===== src/rtl/transfer_pkg.sv =====
// rtl/transfer_pkg.sv - shared types, size encodings and opcodes for the load/store unit
//
// Purpose: common declarations imported by data_transfer_seq, load_align and the bench.
// Contents: state_e (sequencer states), SZ_* access-size encodings, OP_LW/OP_SW opcodes,
//           align_mask() and be_run() helpers.

package transfer_pkg;

    typedef enum logic [1:0] {
        S_IDLE = 2'd0,
        S_REQ  = 2'd1,
        S_WAIT = 2'd2,
        S_DONE = 2'd3
    } state_e;

    localparam logic [1:0] SZ_BYTE   = 2'b00;
    localparam logic [1:0] SZ_HALF   = 2'b01;
    localparam logic [1:0] SZ_WORD   = 2'b10;
    localparam logic [1:0] SZ_DOUBLE = 2'b11;

    localparam logic [5:0] OP_LW = 6'd8;
    localparam logic [5:0] OP_SW = 6'd9;

    // Low address bits that must be zero for an access of the given size.
    function automatic logic [2:0] align_mask(input logic [1:0] size);
        return 3'((4'd1 << size) - 4'd1);
    endfunction

    // Right-aligned run of byte enables, one bit per byte of the access.
    function automatic logic [7:0] be_run(input logic [1:0] size);
        logic [7:0] run;
        case (size)
            SZ_BYTE: run = 8'h01;
            SZ_HALF: run = 8'h03;
            SZ_WORD: run = 8'h0F;
            default: run = 8'hFF;
        endcase
        return run;
    endfunction

endpackage


===== src/rtl/data_transfer_seq_if.sv =====
// rtl/data_transfer_seq_if.sv - data memory request/grant/response bus
//
// Purpose: groups the data-memory port of data_transfer_seq.
// Signals: mem_req/mem_we/mem_addr/mem_be/mem_wdata (request, from the unit),
//          mem_gnt (request accepted), mem_rvalid/mem_rdata (load response, to the unit).
// Modports: master = load/store unit side, slave = memory side.

interface data_transfer_seq_if #(
    parameter int DATA_W = 32,
    parameter int ADDR_W = 32
);

    logic                  mem_req;
    logic                  mem_we;
    logic [ADDR_W-1:0]     mem_addr;
    logic [DATA_W/8-1:0]   mem_be;
    logic [DATA_W-1:0]     mem_wdata;
    logic                  mem_gnt;
    logic                  mem_rvalid;
    logic [DATA_W-1:0]     mem_rdata;

    modport master (
        output mem_req, mem_we, mem_addr, mem_be, mem_wdata,
        input  mem_gnt, mem_rvalid, mem_rdata
    );

    modport slave (
        input  mem_req, mem_we, mem_addr, mem_be, mem_wdata,
        output mem_gnt, mem_rvalid, mem_rdata
    );

endinterface


===== src/rtl/load_align.sv =====
// rtl/load_align.sv - combinational load lane extraction and sign/zero extension
//
// Purpose: picks the (8<<size)-bit field at byte offset lane out of a memory word and
//          extends it to DATA_W bits.
// Ports: mem_rdata (memory word), lane (byte offset), size (access size),
//        sign_ext (1 = sign-extend), result (extended value).

module load_align
    import transfer_pkg::*;
#(
    parameter int DATA_W = 32,
    parameter int LANE_W = $clog2(DATA_W/8)
) (
    input  logic [DATA_W-1:0] mem_rdata,
    input  logic [LANE_W-1:0] lane,
    input  logic [1:0]        size,
    input  logic              sign_ext,
    output logic [DATA_W-1:0] result
);

    logic [DATA_W-1:0] shifted;
    logic [DATA_W-1:0] mask;
    logic              sign_bit;

    // Shift the addressed lane down to bit 0, keep only the access width, then fill
    // the upper bits with the field's top bit when sign extension is requested.
    always_comb begin
        shifted  = mem_rdata >> {lane, 3'b000};
        mask     = '1;
        sign_bit = 1'b0;
        case (size)
            SZ_BYTE: begin
                mask     = DATA_W'(8'hFF);
                sign_bit = shifted[7];
            end
            SZ_HALF: begin
                mask     = DATA_W'(16'hFFFF);
                sign_bit = shifted[15];
            end
            SZ_WORD: begin
                mask     = DATA_W'(32'hFFFF_FFFF);
                sign_bit = shifted[31];
            end
            default: begin
                mask     = '1;
                sign_bit = 1'b0;
            end
        endcase
        result = (shifted & mask) | ((sign_ext && sign_bit) ? ~mask : '0);
    end

endmodule


===== src/rtl/data_transfer_seq.sv =====
// rtl/data_transfer_seq.sv - multi-cycle load/store sequencer with alignment check and timeout
//
// Purpose: computes ea = base + offset, rejects misaligned accesses, drives one memory
//          request per access and returns the extended load result.
// Ports: clk, rst (sync active-high); start/op_store/size/sign_ext/base/offset/wdata
//        (access request); busy/done/rdata/err_align/err_timeout (status and result);
//        mem (data memory bus, master side).

module data_transfer_seq
    import transfer_pkg::*;
#(
    parameter int DATA_W  = 32,
    parameter int ADDR_W  = 32,
    parameter int TIMEOUT = 15
) (
    input  logic              clk,
    input  logic              rst,
    input  logic              start,
    input  logic              op_store,
    input  logic [1:0]        size,
    input  logic              sign_ext,
    input  logic [DATA_W-1:0] base,
    input  logic [DATA_W-1:0] offset,
    input  logic [DATA_W-1:0] wdata,
    output logic              busy,
    output logic              done,
    output logic [DATA_W-1:0] rdata,
    output logic              err_align,
    output logic              err_timeout,
    data_transfer_seq_if.master mem
);

    localparam int BE_W   = DATA_W / 8;
    localparam int LANE_W = $clog2(BE_W);

    state_e              state;
    state_e              state_next;

    logic [ADDR_W-1:0]   ea;
    logic [LANE_W-1:0]   lane_in;
    logic                misaligned;
    logic [BE_W-1:0]     be_in;
    logic [DATA_W-1:0]   wdata_rep;

    logic                op_store_q;
    logic [1:0]          size_q;
    logic                sign_ext_q;
    logic [LANE_W-1:0]   lane_q;
    logic [7:0]          cnt;
    logic                timeout_hit;
    logic                abort;
    logic                err_align_q;
    logic                err_timeout_q;
    logic [DATA_W-1:0]   load_result;

    assign ea      = ADDR_W'(base + offset);
    assign lane_in = ea[LANE_W-1:0];

    // A double access cannot be honoured on a 32-bit port, so it is always rejected.
    assign misaligned = ((ea[2:0] & align_mask(size)) != 3'b000) ||
                        ((size == SZ_DOUBLE) && (DATA_W == 32));

    assign be_in = BE_W'(be_run(size)) << lane_in;

    always_comb begin
        wdata_rep = wdata;
        case (size)
            SZ_BYTE: wdata_rep = {BE_W{wdata[7:0]}};
            SZ_HALF: wdata_rep = {(BE_W/2){wdata[15:0]}};
            SZ_WORD: wdata_rep = {(BE_W/4){wdata[31:0]}};
            default: wdata_rep = wdata;
        endcase
    end

    load_align #(
        .DATA_W (DATA_W),
        .LANE_W (LANE_W)
    ) u_load_align (
        .mem_rdata (mem.mem_rdata),
        .lane      (lane_q),
        .size      (size_q),
        .sign_ext  (sign_ext_q),
        .result    (load_result)
    );

    // cnt holds the number of REQ/WAIT cycles already completed, so cnt+1 is the
    // ordinal of the current one; the abort fires in the first cycle at or past
    // TIMEOUT that lacks the event being waited for.
    assign timeout_hit = (({1'b0, cnt} + 9'd1) >= 9'(TIMEOUT));

    always_comb begin
        state_next = state;
        abort      = 1'b0;
        case (state)
            S_IDLE: begin
                if (start) begin
                    state_next = misaligned ? S_DONE : S_REQ;
                end
            end
            S_REQ: begin
                if (mem.mem_gnt) begin
                    state_next = op_store_q ? S_DONE : S_WAIT;
                end else if (timeout_hit) begin
                    state_next = S_DONE;
                    abort      = 1'b1;
                end
            end
            S_WAIT: begin
                if (mem.mem_rvalid) begin
                    state_next = S_DONE;
                end else if (timeout_hit) begin
                    state_next = S_DONE;
                    abort      = 1'b1;
                end
            end
            S_DONE: begin
                state_next = S_IDLE;
            end
            default: begin
                state_next = S_IDLE;
            end
        endcase
    end

    always_ff @(posedge clk) begin
        if (rst) begin
            state          <= S_IDLE;
            op_store_q     <= 1'b0;
            size_q         <= 2'b00;
            sign_ext_q     <= 1'b0;
            lane_q         <= '0;
            cnt            <= 8'd0;
            err_align_q    <= 1'b0;
            err_timeout_q  <= 1'b0;
            rdata          <= '0;
            mem.mem_req    <= 1'b0;
            mem.mem_we     <= 1'b0;
            mem.mem_addr   <= '0;
            mem.mem_be     <= '0;
            mem.mem_wdata  <= '0;
        end else begin
            state       <= state_next;
            // Request is a register so it drops on the same edge the grant is taken.
            mem.mem_req <= (state_next == S_REQ);
            case (state)
                S_IDLE: begin
                    if (start) begin
                        op_store_q    <= op_store;
                        size_q        <= size;
                        sign_ext_q    <= sign_ext;
                        lane_q        <= lane_in;
                        cnt           <= 8'd0;
                        err_align_q   <= misaligned;
                        err_timeout_q <= 1'b0;
                        mem.mem_we    <= op_store;
                        mem.mem_addr  <= ea & ~ADDR_W'(BE_W - 1);
                        mem.mem_be    <= be_in;
                        mem.mem_wdata <= wdata_rep;
                    end
                end
                S_REQ: begin
                    cnt <= cnt + 8'd1;
                    if (abort) begin
                        err_timeout_q <= 1'b1;
                    end
                end
                S_WAIT: begin
                    cnt <= cnt + 8'd1;
                    if (mem.mem_rvalid) begin
                        rdata <= load_result;
                    end else if (abort) begin
                        err_timeout_q <= 1'b1;
                    end
                end
                default: begin
                end
            endcase
        end
    end

    assign busy        = (state != S_IDLE);
    assign done        = (state == S_DONE);
    assign err_align   = done & err_align_q;
    assign err_timeout = done & err_timeout_q;

endmodule

===== src/flat_wrapper.sv =====
// flat-port wrapper written by rule: the top's interface ports become plain ports
module data_transfer_seq_flat import transfer_pkg::*;
#(
    parameter int DATA_W  = 32,
    parameter int ADDR_W  = 32,
    parameter int TIMEOUT = 15
)
  (clk, rst, start, op_store, size, sign_ext, base, offset, wdata, busy, done, rdata, err_align, err_timeout, mem_mem_req, mem_mem_we, mem_mem_addr, mem_mem_be, mem_mem_wdata, mem_mem_gnt, mem_mem_rvalid, mem_mem_rdata);
  data_transfer_seq_if #(.DATA_W(DATA_W), .ADDR_W(ADDR_W)) mem_i ();
  input  logic clk;
  input  logic rst;
  input  logic start;
  input  logic op_store;
  input  logic [1:0] size;
  input  logic sign_ext;
  input  logic [DATA_W-1:0] base;
  input  logic [DATA_W-1:0] offset;
  input  logic [DATA_W-1:0] wdata;
  output logic busy;
  output logic done;
  output logic [DATA_W-1:0] rdata;
  output logic err_align;
  output logic err_timeout;
  output wire logic [$bits(mem_i.mem_req)-1:0] mem_mem_req;
  output wire logic [$bits(mem_i.mem_we)-1:0] mem_mem_we;
  output wire logic [$bits(mem_i.mem_addr)-1:0] mem_mem_addr;
  output wire logic [$bits(mem_i.mem_be)-1:0] mem_mem_be;
  output wire logic [$bits(mem_i.mem_wdata)-1:0] mem_mem_wdata;
  input wire logic [$bits(mem_i.mem_gnt)-1:0] mem_mem_gnt;
  input wire logic [$bits(mem_i.mem_rvalid)-1:0] mem_mem_rvalid;
  input wire logic [$bits(mem_i.mem_rdata)-1:0] mem_mem_rdata;
  assign mem_mem_req = mem_i.mem_req;
  assign mem_mem_we = mem_i.mem_we;
  assign mem_mem_addr = mem_i.mem_addr;
  assign mem_mem_be = mem_i.mem_be;
  assign mem_mem_wdata = mem_i.mem_wdata;
  assign mem_i.mem_gnt = mem_mem_gnt;
  assign mem_i.mem_rvalid = mem_mem_rvalid;
  assign mem_i.mem_rdata = mem_mem_rdata;
  data_transfer_seq #(.DATA_W(DATA_W), .ADDR_W(ADDR_W), .TIMEOUT(TIMEOUT)) u_core (.clk(clk), .rst(rst), .start(start), .op_store(op_store), .size(size), .sign_ext(sign_ext), .base(base), .offset(offset), .wdata(wdata), .busy(busy), .done(done), .rdata(rdata), .err_align(err_align), .err_timeout(err_timeout), .mem(mem_i));
endmodule

===== config.mk =====
export PLATFORM = sky130hd
export DESIGN_NAME = data_transfer_seq_flat
export DESIGN_NICKNAME = d
export VERILOG_FILES = /design/src/rtl/transfer_pkg.sv /design/src/rtl/data_transfer_seq_if.sv /design/src/rtl/load_align.sv /design/src/rtl/data_transfer_seq.sv /design/src/flat_wrapper.sv
export SDC_FILE = /design/constraint.sdc
export NUM_CORES = 1
export LEC_CHECK = 0
export CORE_MARGIN = 5
export CORE_UTILIZATION = 46
export DETAILED_ROUTE_END_ITERATION = 16
export PLACE_DENSITY = 0.8
export SYNTH_ARGS = -nofsm -noshare
export SYNTH_HDL_FRONTEND = slang
export SYNTH_SLANG_ARGS = --single-unit

===== constraint.sdc =====
create_clock -name clk -period 3.6 [get_ports clk]
set_input_delay 0.54 -clock clk [delete_from_list [all_inputs] [get_ports clk]]
set_output_delay 0.54 -clock clk [all_outputs]
set_load 0.005 [all_outputs]

After elaboration in Yosys (flattened, before gate mapping)
Cells that the tools add are included.
- memory bits (writable): 0
- input port bits: 137
- word-level logic and storage cells: 74
- output and inout bits: 106
- bits in registers: 117
- ROM bits: 0
- memories: 0
- bits in latches: 0
- reductions and logical operators: 14
- $lt $le $gt $ge: 1
- div/mod/pow operators: 0
- add/sub/neg operators: 4
- shift operators: 3
- bitwise gates (word level): 6
- multiply operators: 0
- eq/ne operators: 11
- muxes and demuxes: 22
- operators by type and width (cell ; number):
    $pmux 32 s2 ; 2
    $add 32x32->32 ; 1
    $and 32x32->32 ; 1
    $mux 32 ; 1
    $not 32->32 ; 1
    $or 32x32->32 ; 1
    $shr 32x5->32 ; 1
    $pmux 8 s2 ; 1
    $pmux 4 s3 ; 1
    $eq 2x2->1 const B ; 5
    $mux 2 ; 5
    $add 8x1->9 const B ; 1
    $ge 9x4->1 const B ; 1
    $add 8x1->8 const B ; 1
    $eq 2x1->1 const B ; 4
    $mux 8 ; 1
    $pmux 2 s4 ; 1
    $mux 1 ; 7
    $logic_not 2->1 ; 3
    $pmux 1 s3 ; 2
    $reduce_and 2->1 ; 3
    $reduce_bool 3->1 ; 2
    $ne 2x2->1 const B ; 2
    $reduce_bool 2->1 ; 2
    other kinds (10) ; 11

Depth between registers and ports, before layout
- depth after elaboration: 9
- mapped depth: 10
- gate-level depth less buffers: 9

Hierarchy
A second synthesis with hierarchy kept.
- cell total of the unflattened synthesis: 914
- area, all modules: 7139.3 um^2
- by module, submodules not included (module ; sequential area each (um^2) ; area an instance (um^2) ; instances ; cells each):
    data_transfer_seq ; 2342.2 ; 6227.2 ; 1 ; 800
    load_align ; 0.0 ; 912.1 ; 1 ; 114

Worst setup path after synthesis
Ideal clock, no wire load.
- path kind: input port to flip-flop
- start: input offset[0]
- end: register u_core.mem.mem_addr[10]
- path buffers: 0
- arrival time: 2.476 ns
- required time: 3.483 ns
- setup time: 0.117 ns
- stages on the path: 9
- slack: 1.006 ns
- cells stage by stage: ha_1 fa_1 a21o_1 nand4_1 a21oi_2 o31a_1 o21a_1 or3_1 a32o_1
- longest elaborated chain between the ends: 1
- RTL lines (item ; RTL line ; RTL):
    from (decl) ; flat_wrapper.sv:17 ; input logic [DATA_W-1:0] offset;
    $add 32x32->32 ; data_transfer_seq.sv:56 ; assign ea = ADDR_W'(base + offset);
    to (signal assigned) ; data_transfer_seq.sv:156 ; mem.mem_addr <= ea & ~ADDR_W'(BE_W - 1);
    to (decl) ; data_transfer_seq_if.sv:23 ; output mem_req, mem_we, mem_addr, mem_be, mem_wdata,
Every way passes these cells.
A chain may end at the register's enable or synchronous reset.

Worst setup path in the final report
Ends and elaborated chain as after synthesis.

==> flow_summary_export.csv <==
group,metric,value,unit
run_status,status,"finished clean",
place,dp_cells,1288,
yosys,synth_edf_count,0,
die,start_util,0.467,
clock_tree,cts.sinks,117,
timing,max_freq,364,MHz
worst_setup_path,cp-start-kind,"input pin",
power,cellPowerDensity,567,nW/um2
clock_tree,cts_made_buffers,17,
worst_setup_path,crit_type,"in2reg",
timing,skew,0.0139,ns
yosys,ys_warn_count,0,
worst_setup_path,cp_max_fo,3,
grt,grt_pass1_wl,35800,um
place,port-buffer-count,240,
clock_tree,htree_levels,4,
worst_setup_path,cp.arrival,3.04,ns
clock_tree,clock_latency,0.42,ns
final_layout,final_area,10100,um2
timing,setup_viol,0,
timing,fin_crit,2.75,ns
place,dpl_cell_area,9520,um2
yosys,synth_ff_type,"dfxtp_1",
clock_tree,cts_tree,"built",
clock_tree,clk_pin_slew_worst_paths,0.05,ns
power,clkPwrFrac,0.309,
power,ir_worst_vdd,0.340,mV
worst_setup_path,critPathMaxStageDelay,0.41,ns
die,ios,243,
worst_setup_path,slowest_stage,"fa_1",
power,internal_power,3.85,mW
timing,rsz0062_at_grt,"no",
die,core,15100,um2
grt,grt_max_degree,51,
min_path,min_path_type,"reg2reg",
timing,setup_slack,0.854,ns
final_layout,layout_common_cells,"clkdlybuf4s50_1 (239), nand2_1 (149), a21oi_1 (119), dfxtp_1 (117), o21ai_0 (81)",
worst_setup_path,cp_cell_sequence,"clkdlybuf4s50_1 -> ha_1 -> fa_1 -> a21o_1 -> nand4_1 -> a21oi_2 -> o31a_1 -> o21a_1 -> or3_1 -> a32o_1",
yosys,synth_async_sr_flop_share,0,
worst_setup_path,endpoint_kind,"flop",
die,dieArea,18000,um2
grt,antenna_found_initial,2,
yosys,ys_types,75,
timing,hold_ws,0.448,ns
yosys,synth_area,7070,um2
detailed_routing,wire_per_inst,17.2,um
timing,worst_pin_slew,0.979,ns
timing,slew_violations,0,
grt,gr-total-overflow,0,
power,power.net_switching,1.89,mW
detailed_routing,vias,7444,
grt,grt_pass1_vias,7140,
yosys,ys_ff_latch,117,
detailed_routing,viasPerCell,5.64,
die,fp.dieH,134,um
worst_setup_path,required,3.90,ns
yosys,yosysSeqAreaShare,0.331,
final_layout,fin_util,0.669,
detailed_routing,wl,22700,um
place,pre_cts_slack,0.445,ns
final_layout,final_common_cell,"clkdlybuf4s50_1",
detailed_routing,drc_errors,0,
timing,layout_worst_path_cycle_share,0.763,
die,die_w,134,um
place,gp_congestion,0.901,
clock_tree,ctsResizeCount,0,
final_layout,drive_above_1_share,0.0822,
detailed_routing,dr.pass1.iters,5,
detailed_routing,detail-route-antenna-nets,0,
power,p_seq_frac,0.311,
final_layout,layout.nets,1296,
grt,grt.total_usage,0.244,
yosys,synth_area_per_cell,7.81,um2
detailed_routing,drtIter0Drc,459,
power,pwr-share-comb,0.380,
timing,relSlewSlack,0.346,
final_layout,fin_cells,1321,
clock_tree,cts_hold_buf,0,
power,p_sw_frac,0.330,
clock_tree,ctsLongestPathBuffers,2,
final_layout,area_growth,43.2,%
timing,hold_violations,0,
timing,setup_tns,0,ns
place,hpwl,17100,um
die,rows,45,
power,power.total,5.74,mW
power,p_leak,3.89,nW
clock_tree,cts_setup_buffers,0,
yosys,netlist_instances,906,
run,maxCapViolCount,0,
clock_tree,cts_root_buffer,"clkbuf_16",
worst max-delay path, delay by kind of cell:
kind | cells | cell delay [ns]
AOI/OAI and AO/OA | 5 | 1.00
adders and majority gates | 2 | 0.64
and+or+nand+nor | 2 | 0.47
buffers and inverters | 1 | 0.40
layer usage:
metal | global-route usage | part of all wire | up-vias
li1 | - | - | 3662
met1 | 0.306 | 0.43 | 3447
met2 | 0.392 | 0.46 | 292
met3 | 0.0705 | 0.080 | 43
met4 | 0.105 | 0.030 | 0
met5 | 0 | 0 | -
registers in the layout, indices dropped and copies added (netlist names), 2 cells and up:
name                  flops
u_core.mem.mem_wdata     32
u_core.mem.mem_be         4
u_core.lane_q             2
u_core.size_q             2
u_core.mem.mem_addr      30
u_core.state              2
u_core.cnt                8
u_core.rdata             32
cells in the mapped netlist, types with 3 or more instances:
cell type | n | share of area
inv_1 | 18 | 0.0096
nand4_1 | 10 | 0.0088
a21o_1 | 14 | 0.015
dfxtp_1 | 117 | 0.33
and3_1 | 6 | 0.0053
o21a_1 | 7 | 0.0074
mux2_2 | 23 | 0.037
a21oi_2 | 5 | 0.0062
nor2_1 | 56 | 0.030
nand3_1 | 17 | 0.012
buf_1 | 6 | 0.0032
xor2_1 | 8 | 0.0099
ha_1 | 39 | 0.069
mux2i_1 | 13 | 0.018
nor2b_1 | 6 | 0.0053
a21oi_1 | 119 | 0.084
nand2b_1 | 4 | 0.0035
nor3b_1 | 10 | 0.011
xnor2_1 | 13 | 0.016
or3_1 | 4 | 0.0035
o2111ai_1 | 3 | 0.0037
a32o_1 | 4 | 0.0057
buf_2 | 7 | 0.0050
a211o_1 | 3 | 0.0037
o21ai_0 | 81 | 0.057
a211oi_1 | 17 | 0.018
o22ai_1 | 3 | 0.0027
nand2_1 | 150 | 0.080
a31oi_1 | 5 | 0.0044
and2_1 | 6 | 0.0053
a22oi_1 | 5 | 0.0053
o21bai_1 | 5 | 0.0053
nor3_1 | 18 | 0.013
clkbuf_1 | 39 | 0.021
o31ai_1 | 3 | 0.0032
o211ai_1 | 10 | 0.011
nor4_1 | 4 | 0.0035
power groups by stage:
stage | combinational [mW] | clock (mW) | sequential [mW]
floorplan | 1.11 | 0 | 1.79
global route | 2.40 | 1.85 | 1.83
detailed placement | 2.17 | 0 | 1.81
global placement | 2.14 | 0 | 1.80
CTS | 2.19 | 1.79 | 1.78
finish | 2.18 | 1.77 | 1.78
layout make-up:
type	instances	area [um2]
Sequential cell	117	2340
Clock buffer	22	454
Fill cell	1273	5010
Antenna cell	2	5.00
Timing Repair Buffer	256	2520
Multi-Input combinational cell	709	4360
Clock inverter	9	153
Inverter	18	67.6
Tap cell	188	235
path summary, 6_finish.rpt:
check	start	endpoint	slack, ns	depth (start not counted)
max	offset[0]	u_core.mem.mem_addr[10]$_SDFFE_PP0P_	0.85	10
min	u_core.mem.mem_addr[5]$_SDFFE_PP0P_	u_core.mem.mem_addr[5]$_SDFFE_PP0P_	0.45	2
max reg2reg	u_core.lane_q[1]$_SDFFE_PP0P_	u_core.rdata[18]$_SDFFE_PP0P_	1.18	8
min reg2reg	u_core.mem.mem_addr[5]$_SDFFE_PP0P_	u_core.mem.mem_addr[5]$_SDFFE_PP0P_	0.45	2
kinds of logic (layout without fill, tap and decap cells):
logic type               after synthesis  after routing  share of synthesized area
AND/OR/NAND/NOR                      301            301                      0.192
XOR/XNOR                              21             21                     0.0260
other                                  1              4                   0.000530
adder cells (fa/ha/maj)               41             41                     0.0732
flip-flops                           117            117                      0.331
AO/OA/AOI/OAI                        308            308                      0.268
buffers and inverters                 81            305                     0.0538
multiplexers                          36             36                     0.0550
No activity file was read; power rests on OpenSTA's default activity.
